`src/rtl/ahb_sram_ctrl_pkg.sv`:
```
`default_nettype none
// ============================================================================
// Module   : ahb_sram_pkg
// Purpose  : Shared encodings for the AHB-lite SRAM front end: HTRANS,
//            HSIZE and HRESP codes plus the controller state type.
// Ports    : none (package)
// Revision : 1.0 - initial release
// ============================================================================
package ahb_sram_pkg;

    localparam logic [1:0] HTRANS_IDLE   = 2'd0;
    localparam logic [1:0] HTRANS_BUSY   = 2'd1;
    localparam logic [1:0] HTRANS_NONSEQ = 2'd2;
    localparam logic [1:0] HTRANS_SEQ    = 2'd3;

    localparam logic [2:0] HSIZE_BYTE = 3'd0;
    localparam logic [2:0] HSIZE_HALF = 3'd1;
    localparam logic [2:0] HSIZE_WORD = 3'd2;

    localparam logic HRESP_OKAY  = 1'b0;
    localparam logic HRESP_ERROR = 1'b1;

    // DATA: zero-wait data phase; ERR1/ERR2: two-cycle ERROR response
    typedef enum logic [1:0] {
        ST_IDLE = 2'd0,
        ST_DATA = 2'd1,
        ST_ERR1 = 2'd2,
        ST_ERR2 = 2'd3
    } state_t;

endpackage : ahb_sram_pkg
`default_nettype wire

```
`src/rtl/ahb_sram_ctrl_if.sv`:
```
`default_nettype none
// ============================================================================
// Module   : ahb_sram_ctrl_if
// Purpose  : AHB-lite slave-side bus bundle (32-bit address and data).
// Ports    : HSEL, HADDR, HTRANS, HWRITE, HSIZE, HWDATA, HREADY  (to slave)
//            HREADYOUT, HRESP, HRDATA                           (from slave)
//            modports: master, slave
// Revision : 1.0 - initial release
// ============================================================================
interface ahb_sram_ctrl_if;

    logic        HSEL;
    logic [31:0] HADDR;
    logic [1:0]  HTRANS;
    logic        HWRITE;
    logic [2:0]  HSIZE;
    logic [31:0] HWDATA;
    logic        HREADY;
    logic        HREADYOUT;
    logic        HRESP;
    logic [31:0] HRDATA;

    modport master (
        output HSEL, HADDR, HTRANS, HWRITE, HSIZE, HWDATA, HREADY,
        input  HREADYOUT, HRESP, HRDATA
    );

    modport slave (
        input  HSEL, HADDR, HTRANS, HWRITE, HSIZE, HWDATA, HREADY,
        output HREADYOUT, HRESP, HRDATA
    );

endinterface : ahb_sram_ctrl_if
`default_nettype wire

```
`src/rtl/ahb_sram_ctrl_lane_mask.sv`:
```
`default_nettype none
// ============================================================================
// Module   : ahb_sram_lane_mask
// Purpose  : Converts a data-phase transfer size and byte offset into a
//            little-endian byte-lane mask (lane k = bits 8k+7:8k).
// Ports    : size [2:0]  transfer size (HSIZE encoding)
//            off  [1:0]  byte offset within the word
//            mask [31:0] bit mask, each lane expanded to 8 bits
// Revision : 1.0 - initial release
// ============================================================================
module ahb_sram_lane_mask
    import ahb_sram_pkg::*;
(
    input  wire  [2:0]  size,
    input  wire  [1:0]  off,
    output logic [31:0] mask
);

    logic [3:0] w_lanes;

    always_comb begin
        w_lanes = 4'hF;
        case (size)
            HSIZE_BYTE: w_lanes = 4'b0001 << off;
            HSIZE_HALF: w_lanes = off[1] ? 4'b1100 : 4'b0011;
            default:    w_lanes = 4'hF;
        endcase
    end

    always_comb begin
        mask = '0;
        for (int k = 0; k < 4; k++) begin
            mask[8*k +: 8] = {8{w_lanes[k]}};
        end
    end

endmodule : ahb_sram_lane_mask
`default_nettype wire

```
`src/rtl/ahb_sram_ctrl.sv`:
```
`default_nettype none
// ============================================================================
// Module   : ahb_sram_ctrl
// Purpose  : AHB-lite slave front end for a single-port SRAM with a
//            registered address. The address phase drives the SRAM address,
//            the data phase writes (read-modify-merge) or returns sram_q.
//            Word accesses have zero wait states; illegal transfers get the
//            two-cycle ERROR response.
// Ports    : clk, rst          clock, asynchronous active-high reset
//            ahb (slave)       AHB-lite bus bundle
//            sram_addr/data/wren  SRAM address, write data, write enable
//            sram_q            SRAM read data (from its registered address)
// Options  : AHB_SRAM_BYTE_WRITE_EN - when defined, byte and halfword
//            writes are merged into the word; otherwise they are illegal.
// Revision : 1.0 - initial release
// ============================================================================
module ahb_sram_ctrl
    import ahb_sram_pkg::*;
#(
    parameter int unsigned ADDR_W    = 10,
    parameter int unsigned DATA_W    = 32,
    parameter logic [31:0] BASE_ADDR = 32'h0000_0000
) (
    input  wire                 clk,
    input  wire                 rst,
    ahb_sram_ctrl_if.slave      ahb,
    output logic [ADDR_W-1:0]   sram_addr,
    output logic [DATA_W-1:0]   sram_data,
    output logic                sram_wren,
    input  wire  [DATA_W-1:0]   sram_q
);

`ifdef AHB_SRAM_BYTE_WRITE_EN
    localparam bit C_BYTE_WRITE_EN = 1'b1;
`else
    localparam bit C_BYTE_WRITE_EN = 1'b0;
`endif

    // Address bits above the window select the slave
    localparam logic [31:0] C_WIN_MASK = ~((32'd1 << (ADDR_W + 2)) - 32'd1);

    // ------------------------------------------------------------------
    // Address-phase decode
    // ------------------------------------------------------------------
    logic w_accept;
    logic w_size_bad;
    logic w_misaligned;
    logic w_out_window;
    logic w_subword_write;
    logic w_illegal;

    assign w_accept = ahb.HSEL & ahb.HREADY &
                      ((ahb.HTRANS == HTRANS_NONSEQ) | (ahb.HTRANS == HTRANS_SEQ));

    assign w_size_bad   = (ahb.HSIZE > HSIZE_WORD);
    assign w_misaligned = ((ahb.HSIZE == HSIZE_HALF) & ahb.HADDR[0]) |
                          ((ahb.HSIZE == HSIZE_WORD) & (ahb.HADDR[1:0] != 2'b00));
    assign w_out_window = ((ahb.HADDR & C_WIN_MASK) != (BASE_ADDR & C_WIN_MASK));

    // Without byte-write support, partial writes cannot be merged
    assign w_subword_write = !C_BYTE_WRITE_EN & ahb.HWRITE & (ahb.HSIZE != HSIZE_WORD);

    assign w_illegal = w_size_bad | w_misaligned | w_out_window | w_subword_write;

    // ------------------------------------------------------------------
    // Data-phase registers
    // ------------------------------------------------------------------
    logic              r_dp_valid;
    logic              r_dp_write;
    logic [2:0]        r_dp_size;
    logic [1:0]        r_dp_off;
    logic              r_dp_err;
    logic [ADDR_W-1:0] r_dp_addr;

    always_ff @(posedge clk or posedge rst) begin
        if (rst) begin
            r_dp_valid <= 1'b0;
            r_dp_write <= 1'b0;
            r_dp_size  <= 3'd0;
            r_dp_off   <= 2'd0;
            r_dp_err   <= 1'b0;
            r_dp_addr  <= '0;
        end else if (w_accept) begin
            r_dp_valid <= 1'b1;
            r_dp_write <= ahb.HWRITE;
            r_dp_size  <= ahb.HSIZE;
            r_dp_off   <= ahb.HADDR[1:0];
            r_dp_err   <= w_illegal;
            r_dp_addr  <= ahb.HADDR[ADDR_W+1:2];
        end else if (ahb.HREADY) begin
            r_dp_valid <= 1'b0;
        end
    end

    // ------------------------------------------------------------------
    // Response FSM. IDLE, DATA and ERR2 all advance on the transfer seen
    // while HREADY is high; a stalled bus holds the current data phase.
    // ------------------------------------------------------------------
    state_t r_state;
    state_t w_accept_state;
    logic   r_hreadyout;
    logic   r_hresp;

    always_comb begin
        w_accept_state = ST_IDLE;
        if (w_accept) begin
            w_accept_state = w_illegal ? ST_ERR1 : ST_DATA;
        end
    end

    always_ff @(posedge clk or posedge rst) begin
        if (rst) begin
            r_state     <= ST_IDLE;
            r_hreadyout <= 1'b1;
            r_hresp     <= HRESP_OKAY;
        end else begin
            case (r_state)
                ST_ERR1: begin
                    r_state     <= ST_ERR2;
                    r_hreadyout <= 1'b1;
                    r_hresp     <= HRESP_ERROR;
                end
                default: begin
                    if (ahb.HREADY) begin
                        r_state     <= w_accept_state;
                        r_hreadyout <= (w_accept_state != ST_ERR1);
                        r_hresp     <= (w_accept_state == ST_ERR1) ? HRESP_ERROR : HRESP_OKAY;
                    end
                end
            endcase
        end
    end

    assign ahb.HREADYOUT = r_hreadyout;
    assign ahb.HRESP     = r_hresp;
    assign ahb.HRDATA    = (r_state == ST_DATA) ? sram_q : '0;

    // ------------------------------------------------------------------
    // SRAM side. The SRAM registers sram_addr every cycle, so during a
    // stall the data-phase address is re-presented to keep it stable.
    // ------------------------------------------------------------------
    logic [31:0] w_lane_mask;
    logic [31:0] w_mask;

    ahb_sram_lane_mask u_lane_mask (
        .size (r_dp_size),
        .off  (r_dp_off),
        .mask (w_lane_mask)
    );

    assign w_mask = w_lane_mask | {32{!C_BYTE_WRITE_EN}};

    assign sram_addr = ahb.HREADY ? ahb.HADDR[ADDR_W+1:2] : r_dp_addr;
    assign sram_wren = (r_state == ST_DATA) & r_dp_valid & r_dp_write & !r_dp_err;
    assign sram_data = (ahb.HWDATA & w_mask) | (sram_q & ~w_mask);

endmodule : ahb_sram_ctrl
`default_nettype wire

```
`src/flat_wrapper.sv`:
```
// flat-port wrapper written by rule: the top's interface ports become plain ports
module ahb_sram_ctrl_flat import ahb_sram_pkg::*;
#(
    parameter int unsigned ADDR_W    = 10,
    parameter int unsigned DATA_W    = 32,
    parameter logic [31:0] BASE_ADDR = 32'h0000_0000
)
  (clk, rst, sram_addr, sram_data, sram_wren, sram_q, ahb_HSEL, ahb_HADDR, ahb_HTRANS, ahb_HWRITE, ahb_HSIZE, ahb_HWDATA, ahb_HREADY, ahb_HREADYOUT, ahb_HRESP, ahb_HRDATA);
  ahb_sram_ctrl_if ahb_i ();
  input  wire clk;
  input  wire rst;
  output logic [ADDR_W-1:0] sram_addr;
  output logic [DATA_W-1:0] sram_data;
  output logic sram_wren;
  input  wire  [DATA_W-1:0] sram_q;
  input wire logic [$bits(ahb_i.HSEL)-1:0] ahb_HSEL;
  input wire logic [$bits(ahb_i.HADDR)-1:0] ahb_HADDR;
  input wire logic [$bits(ahb_i.HTRANS)-1:0] ahb_HTRANS;
  input wire logic [$bits(ahb_i.HWRITE)-1:0] ahb_HWRITE;
  input wire logic [$bits(ahb_i.HSIZE)-1:0] ahb_HSIZE;
  input wire logic [$bits(ahb_i.HWDATA)-1:0] ahb_HWDATA;
  input wire logic [$bits(ahb_i.HREADY)-1:0] ahb_HREADY;
  output wire logic [$bits(ahb_i.HREADYOUT)-1:0] ahb_HREADYOUT;
  output wire logic [$bits(ahb_i.HRESP)-1:0] ahb_HRESP;
  output wire logic [$bits(ahb_i.HRDATA)-1:0] ahb_HRDATA;
  assign ahb_i.HSEL = ahb_HSEL;
  assign ahb_i.HADDR = ahb_HADDR;
  assign ahb_i.HTRANS = ahb_HTRANS;
  assign ahb_i.HWRITE = ahb_HWRITE;
  assign ahb_i.HSIZE = ahb_HSIZE;
  assign ahb_i.HWDATA = ahb_HWDATA;
  assign ahb_i.HREADY = ahb_HREADY;
  assign ahb_HREADYOUT = ahb_i.HREADYOUT;
  assign ahb_HRESP = ahb_i.HRESP;
  assign ahb_HRDATA = ahb_i.HRDATA;
  ahb_sram_ctrl #(.ADDR_W(ADDR_W), .DATA_W(DATA_W), .BASE_ADDR(BASE_ADDR)) u_core (.clk(clk), .rst(rst), .ahb(ahb_i), .sram_addr(sram_addr), .sram_data(sram_data), .sram_wren(sram_wren), .sram_q(sram_q));
endmodule
```
`config.mk`:
```
export PLATFORM = sky130hd
export DESIGN_NAME = ahb_sram_ctrl_flat
export DESIGN_NICKNAME = d
export VERILOG_FILES = /design/src/rtl/ahb_sram_ctrl_pkg.sv /design/src/rtl/ahb_sram_ctrl_if.sv /design/src/rtl/ahb_sram_ctrl_lane_mask.sv /design/src/rtl/ahb_sram_ctrl.sv /design/src/flat_wrapper.sv
export SDC_FILE = /design/constraint.sdc
export NUM_CORES = 1
export LEC_CHECK = 0
export BUFFER_PORTS_ARGS = -buffer_cell sky130_fd_sc_hd__buf_2
export CAP_MARGIN = 20
export CORE_ASPECT_RATIO = 0.8
export CORE_MARGIN = 2
export CORE_UTILIZATION = 28
export DETAILED_ROUTE_END_ITERATION = 8
export GPL_TIMING_DRIVEN = 0
export PLACE_DENSITY = 0.78
export SYNTH_ARGS = -nofsm -noshare
export SYNTH_HDL_FRONTEND = slang
export SYNTH_SLANG_ARGS = --single-unit
```
`constraint.sdc`:
```
create_clock -name clk -period 1.3 [get_ports clk]
set_input_delay 0.26 -clock clk [delete_from_list [all_inputs] [get_ports clk]]
set_output_delay 0.26 -clock clk [all_outputs]
set_load 0.02 [all_outputs]
```
==> results.json, run 1 <==
{
  "combPwrFrac_pct": 67.9,
  "synth_nets": 268,
  "num-nets-final": 430,
  "yosys.area_share.simple_pct": 33.27,
  "p_int_w": 0.002134,
  "setup_violations": 38,
  "coreArea_um2": 4542,
  "synth.area.top_cells": "dfrtp_1 (31%), buf_4 (18%), and2_1 (15%)",
  "maxSlewHeadroom_pct": 57.79,
  "setup_tns_ps": -10250,
  "whs_ps": 72.97,
  "cts.sinks": 17,
  "worst_slew_pin_slew_ps": 632.5,
  "synth_top_cell_by_area": "dfrtp_1",
  "cpMaxStageDelayCell": "dfrtp_1",
  "grt_use_total_pct": 18.36,
  "worstPathMaxFanout": 5,
  "crit_family": "simple AND/OR/NAND/NOR gates",
  "fp.dieW_um": 80.55,
  "io_buffers": 149,
  "wl_per_cell_um": 13.32,
  "fmax_mhz": 608.9,
  "ioPinCount": 183,
  "synth_edf_count": 0,
  "drt_wl_total_um": 5116,
  "die-area_um2": 5254,
  "placedCellCount": 371,
  "powerDensity_nw_per_um2": 1324,
  "dr.pass1.iters": 4,
  "path_cells": "and2b_4 > clkbuf_4 > and2_1 > buf_4",
  "skew_ps": 0.1304,
  "drc": 0,
  "cp-start-kind": "register",
  "failed_checks": "negative setup slack",
  "synthFlopType": "dfrtp_1",
  "grt_max_degree": 18,
  "synth_seq_cells": 17,
  "gp_congestion": 0.8159,
  "finalHoldViolCount": 0,
  "min-delay-path-class": "in -> async",
  "grt_pass1_wl_um": 7452,
  "p_switching_w": 0.001341,
  "netlist_area_um2": 1313,
  "clkPwrFrac_pct": 11.8,
  "cts_max_level": 1,
  "syn_inst": 162,
  "yosys.cell_count.top_type": "nand2_1",
  "antenna_found_initial": 1,
  "async_reset_ff_share_pct": 100.0,
  "route.vias.total": 1662,
  "yosys.area.top_type_share_pct": 30.51,
  "synth.avg_cell_area_um2": 8.102,
  "drtAntennaViolNets": 0,
  "start_util_pct": 28.90,
  "dieHeight_um": 65.24,
  "synthAdderAreaFrac_pct": 0,
  "yosysUniqueCellTypes": 25,
  "dr.first_iter.drc_count": 52,
  "status": "finished, violations left",
  "sequentialPowerShare_pct": 20.3,
  "synth_compound_area_share_pct": 4.480,
  "cts_tree": "built",
  "yosysSeqAreaShare_pct": 32.51,
  "ir_drop_uv": 608.7,
  "synth-xor-area-share_pct": 0,
  "rsz0062_at_grt": "yes",
  "grt_overflow_total": 0,
  "crit_buf_inv": 2,
  "end_kind": "primary output",
  "swShare_pct": 38.60,
  "routed_via_density": 4.328,
  "synth_top_family_by_area": "simple AND/OR/NAND/NOR gates",
  "cpPeakStageDelay_ps": 380,
  "fin_area_um2": 2625,
  "maxCapViolations": 0,
  "fin_ws_ps": -342.3,
  "cp.arrival_ps": 1380,
  "ys_warn_count": 0,
  "syn2layout_area_growth_pct": 100.0,
  "period_share_pct": 126.3,
  "cts_buffers": 3,
  "layoutNonFillerInstCount": 384,
  "cp.required_ps": 1040,
  "layout-drive-gt1-share_pct": 73.99,
  "placed_area_um2": 2167,
  "cts_buffer_depth": 2,
  "synth_mux_area_share_pct": 8.580,
  "p_leak_nw": 1.475,
  "synthTopCellsByCount": "nand2_1 (35), and2_1 (32), buf_4 (32), dfrtp_1 (16), mux2_2 (10)",
  "fin_crit_ps": 1642,
  "cts_hold_buf": 0,
  "grt_pass1_vias": 1535,
  "slew_violations": 0,
  "critPathKind": "reg -> out",
  "dp_hpwl_um": 3870,
  "clk_transition_reported_paths_ps": 70,
  "clkLatencyLatePin_ps": 260,
  "core.rowCount": 22,
  "root_buffer": "clkbuf_8"
}
kinds of logic (layout without fill, tap and decap cells):
logic type             count (synthesis)  after routing
buffers and inverters                 41            202
multiplexers                          10             10
AND/OR/NAND/NOR                       85             85
other                                  0              1
AO/OA/AOI/OAI                          9              9
flip-flops                            17             17
cell usage in the layout (no fill, tap or decap), types with 2 or more instances in the layout:
| cell | Yosys | final |
|---|---|---|
| dfrtp_1 | 16 | 16 |
| and2_4 | 0 | 23 |
| mux2_4 | 0 | 3 |
| mux2_2 | 10 | 7 |
| nor2_1 | 4 | 3 |
| and2_1 | 32 | 8 |
| buf_4 | 32 | 46 |
| nand2_1 | 35 | 35 |
| buf_6 | 0 | 38 |
| buf_2 | 3 | 107 |
| a21o_1 | 2 | 2 |
| inv_1 | 2 | 2 |
| nor4_1 | 3 | 3 |
| a21oi_1 | 4 | 4 |
| buf_8 | 0 | 2 |
| clkbuf_8 | 0 | 4 |
| nor3_1 | 2 | 2 |
power by group through the flow:
stage               Sequential (W)  Combinational [W]  Clock [W]
floorplan                 0.000726            0.00102          0
CTS                       0.000704            0.00224   0.000419
finish                    0.000706            0.00236   0.000411
detailed placement        0.000719            0.00156          0
global route              0.000721            0.00250   0.000451
global placement          0.000709            0.00154          0
worst paths after layout:
path	from	end	slack [ps]	cells after the start
worst min-delay path	rst	u_core.r_dp_addr[3]$_DFFE_PP0P_	70	2
worst min register to register	u_core.r_dp_addr[4]$_DFFE_PP0P_	u_core.r_dp_addr[4]$_DFFE_PP0P_	480	2
worst max-delay path	u_core.r_state[1]$_DFFE_PP0P_	ahb_HRDATA[25]	-340	4
min in group clk	ahb_HADDR[6]	u_core.r_dp_addr[4]$_DFFE_PP0P_	200	3
worst max register to register	u_core.r_state[1]$_DFFE_PP0P_	u_core.r_state[0]$_DFFE_PP0P_	260	3
max in group asynchronous	rst	u_core.r_dp_write$_DFFE_PP0P_	820	2
metrics by stage:
| step | setup WS [ps] | utilization, % | power [W] |
|---|---|---|---|
| 2_1_floorplan | 0.9635 | - | 0.001747 |
| 3_3_place_gp | -232.5 | 47.71 | 0.002253 |
| 3_5_place_dp | -258.7 | 47.71 | 0.002282 |
| 4_1_cts | -357.9 | 56.56 | 0.003362 |
| 5_1_grt | -406.9 | 57.80 | 0.003669 |
| 6_report | -342.3 | 57.80 | 0.003475 |
what timing repair did:
item                                   CTS  global route
setup endpoints to repair               43            43
gates resized for setup                111            11
gates cloned                             1             0
pin swaps                                3             1
endpoints found under the hold margin    0             0
buffers inserted                         4             4
cell type report:
| class | instances | area, um^2 |
|---|---|---|
| Antenna cell | 1 | 2.502 |
| Buffer | 38 | 297.8 |
| Clock buffer | 3 | 41.29 |
| Clock inverter | 1 | 7.507 |
| Fill cell | 417 | 1917 |
| Inverter | 2 | 7.507 |
| Multi-Input combinational cell | 104 | 700.7 |
| Sequential cell | 17 | 426.7 |
| Tap cell | 60 | 75.07 |
| Timing Repair Buffer | 158 | 1066 |
per-layer routing:
| layer | track usage [%] | vias to the layer above | wire length (um) |
|---|---|---|---|
| li1 | - | 809 | - |
| met1 | 21.43 | 764 | 1911 |
| met2 | 32.92 | 77 | 2722 |
| met3 | 3.846 | 12 | 350 |
| met4 | 6.992 | 0 | 131 |
| met5 | 0 | - | 0 |
registers in the layout, indices dropped and copies added, names as in the netlist:
name,flops
u_core.r_dp_write,1
u_core.ahb.HREADYOUT,1
u_core.r_state,2
u_core.r_dp_err,1
u_core.r_dp_addr,10
u_core.ahb.HRESP,1
u_core.r_dp_valid,1
No activity file was read; power rests on OpenSTA's default activity.
==> run 2, diff against run 1 <==
- SYNTH_HIERARCHICAL: default -> 1
==> run 2 against run 1 <==
  * The flow still finishes with violations (negative setup slack)
  * Total power is 0.40% higher
  * Non-clock buffer count grew 1
  * Critical path depth increased by 1
  * Via count decreased by 0.54%
  * Fmax is 1.4% higher
  * Setup slack improved by 22 ps
  * Die area grew 0.73%
  * Routed wire length shrank 6.1%
  * Area after synthesis increased by 0.76%
  * Flip-flop and latch count did not move
  * Cell area is 2.2% higher
  * Critical path type unchanged
  * Critical endpoint is now sram_wren
  * Largest cell class unchanged
==> results.json, run 2 <==
{
  "status": "finished, violations left",
  "failed_checks": "negative setup slack",
  "drtAntennaViolNets": 0,
  "n_antenna_cell": 0,
  "wl_met2_um": 2495,
  "io_buffers": 149,
  "setup_tns_ps": -9840,
  "worstPathMaxFanout": 6,
  "num-nets-final": 432,
  "slew_violations": 0,
  "dr.pass1.iters": 7,
  "routed_via_density": 4.294,
  "async_reset_ff_share_pct": 100.0,
  "dp_hpwl_um": 3570,
  "regMostFlops": "u_core/r_dp_addr",
  "critPathKind": "reg -> out",
  "r2r_end": "u_core/ahb.HREADYOUT$_DFFE_PP1P_",
  "start_util_pct": 28.94,
  "coreArea_um2": 4569,
  "clk_transition_reported_paths_ps": 70,
  "grt_max_degree": 18,
  "largest_reg_flops": 10,
  "min-delay-path-class": "in -> async",
  "cts_max_level": 1,
  "skew_ps": 0.3122,
  "syn2layout_area_growth_pct": 102.9,
  "dr.first_iter.drc_count": 32,
  "final_common_cell": "buf_2",
  "netlist_area_um2": 1323,
  "grt_pass1_vias": 1472,
  "ys_warn_count": 6,
  "core.rowCount": 22,
  "cp.arrival_ps": 1360,
  "synthTopCellsByCount": "nand2_1 (36), buf_4 (33), and2_1 (32), dfrtp_1 (16), mux2_2 (10)",
  "drt_wl_total_um": 4805,
  "cts_buffer_depth": 2,
  "top_layer": "met4",
  "cpMaxStageDelayCell": "dfrtp_1",
  "grt_pass1_wl_um": 6789,
  "grt_overflow_total": 0,
  "synth_edf_count": 0,
  "cp-start-kind": "register",
  "syn_inst": 163,
  "powerDensity_nw_per_um2": 1300,
  "multi_input_area_um2": 705.7,
  "layout-drive-gt1-share_pct": 75.08,
  "cts_hold_buf": 0,
  "cts.sinks": 17,
  "yosys.cell_count.top_type": "nand2_1",
  "antenna_found_initial": 0,
  "fmax_mhz": 617.3,
  "reg2reg_depth": 3,
  "ff_latch_area_um2": 426.7,
  "grt_use_total_pct": 16.59,
  "die-area_um2": 5293,
  "clkLatencyLatePin_ps": 250,
  "synth_nets": 269,
  "gp_congestion": 0.8255,
  "end_kind": "primary output",
  "dieHeight_um": 65.47,
  "final_cell_mix": "buf_2 (106), buf_6 (44), buf_4 (40), nand2_1 (36), and2_2 (17)",
  "root_buffer": "clkbuf_8",
  "p_leak_nw": 1.502,
  "synth_top_cell_by_area": "dfrtp_1",
  "path_cells": "and2b_4 > buf_8 > nand3_4 > nor2_4 > buf_6",
  "fin_crit_ps": 1620,
  "crit_buf_inv": 2,
  "route.vias.total": 1653,
  "rsz0062_at_grt": "yes",
  "worstReg2RegStart": "u_core/r_state[1]$_DFFE_PP0P_",
  "ir_drop_uv": 735.3,
  "setup.worst_path.start": "u_core/r_state[1]$_DFFE_PP0P_",
  "routed-wl-met3_um": 404,
  "drc": 0,
  "period_share_pct": 124.6,
  "yosysSeqAreaShare_pct": 32.26,
  "finalPower_w": 0.003489,
  "synth.area.top_cells": "dfrtp_1 (30%), buf_4 (19%), and2_1 (15%)",
  "cts_buffers": 3,
  "wl_per_cell_um": 12.48,
  "synthFlopType": "dfrtp_1",
  "finalHoldViolCount": 0,
  "synth_seq_cells": 17,
  "yosys.area.top_type_share_pct": 30.27,
  "maxCapViolations": 0,
  "wl_met1_um": 1846,
  "crit_family": "simple AND/OR/NAND/NOR gates",
  "setup_violations": 37,
  "cp.required_ps": 1040,
  "reg_top3": "u_core/r_dp_addr: 10 flops, u_core/r_state: 2 flops",
  "yosysUniqueCellTypes": 25,
  "ff2ff_setup_slack_ps": 250,
  "cpPeakStageDelay_ps": 380,
  "ioPinCount": 183,
  "synth.avg_cell_area_um2": 8.114,
  "fillers": 381,
  "fp.dieW_um": 80.84,
  "maxSlewHeadroom_pct": 57.70,
  "fin_ws_ps": -319.9,
  "cts_tree": "built",
  "worst_slew_pin_slew_ps": 633.8
}
[run 2: worst max-delay path by stage]
| stage | to | slack, ps | cells after the start |
|---|---|---|---|
| 6_report | sram_wren | -320 | 5 |
| 5_1_grt | ahb_HRDATA[14] | -390 | 4 |
| 4_1_cts | sram_wren | -340 | 5 |
| 3_5_place_dp | ahb_HRDATA[14] | -310 | 4 |
| 3_3_place_gp | ahb_HRDATA[14] | -300 | 4 |
| 2_1_floorplan | sram_wren | -10 | 4 |
[run 2: report_power, final]
| group | internal (W) | switching [W] | total (W) |
|---|---|---|---|
| sequential | 0.000644 | 0.0000607 | 0.000704 |
| clock | 0.000213 | 0.000184 | 0.000396 |
| combinational | 0.00130 | 0.00109 | 0.00239 |
[run 2: kinds of logic (layout without fill, tap and decap cells)]
group,after synthesis,after routing,share of synthesized area [%]
AO/OA/AOI/OAI,8,8,4.352
multiplexers,10,10,8.515
buffers and inverters,41,203,21.19
AND/OR/NAND/NOR,87,87,33.68
flip-flops,17,17,32.26
[run 2: layout make-up]
cell class                 instances  area share (%)
multi-input combinational        105           26.29
timing repair buffer             158           41.21
clock inverter                     1          0.1865
sequential                        17           15.90
tap                               60           2.797
buffer                            39           11.79
clock buffer                       3           1.538
inverter                           2          0.2797
[run 2: metal layers]
metal	track usage, %	up-vias
met5	0	-
met4	4.237	0
met3	3.159	8
met2	30.58	77
met1	19.62	754
li1	-	814
[run 2: stage by stage]
stage          utilization [%]  hold WS [ps]  instance area (um^2)  instances  worst slack, ps
2_1_floorplan                -         185.3                  1361        163           -14.47
3_3_place_gp             47.75         369.0                  2182        372           -297.0
3_5_place_dp             47.75         367.6                  2182        372           -312.8
4_1_cts                  56.19         91.53                  2567        381           -342.7
5_1_grt                  58.73         131.1                  2684        385           -391.7
6_report                 58.73         75.79                  2684        385           -319.9
[run 2: timing repair]
action / CTS / global route
setup buffers: 4 / 3
gates resized for setup: 97 / 25
gates cloned: 1 / 1
setup endpoints to repair: 43 / 43
pin swaps: 2 / 5
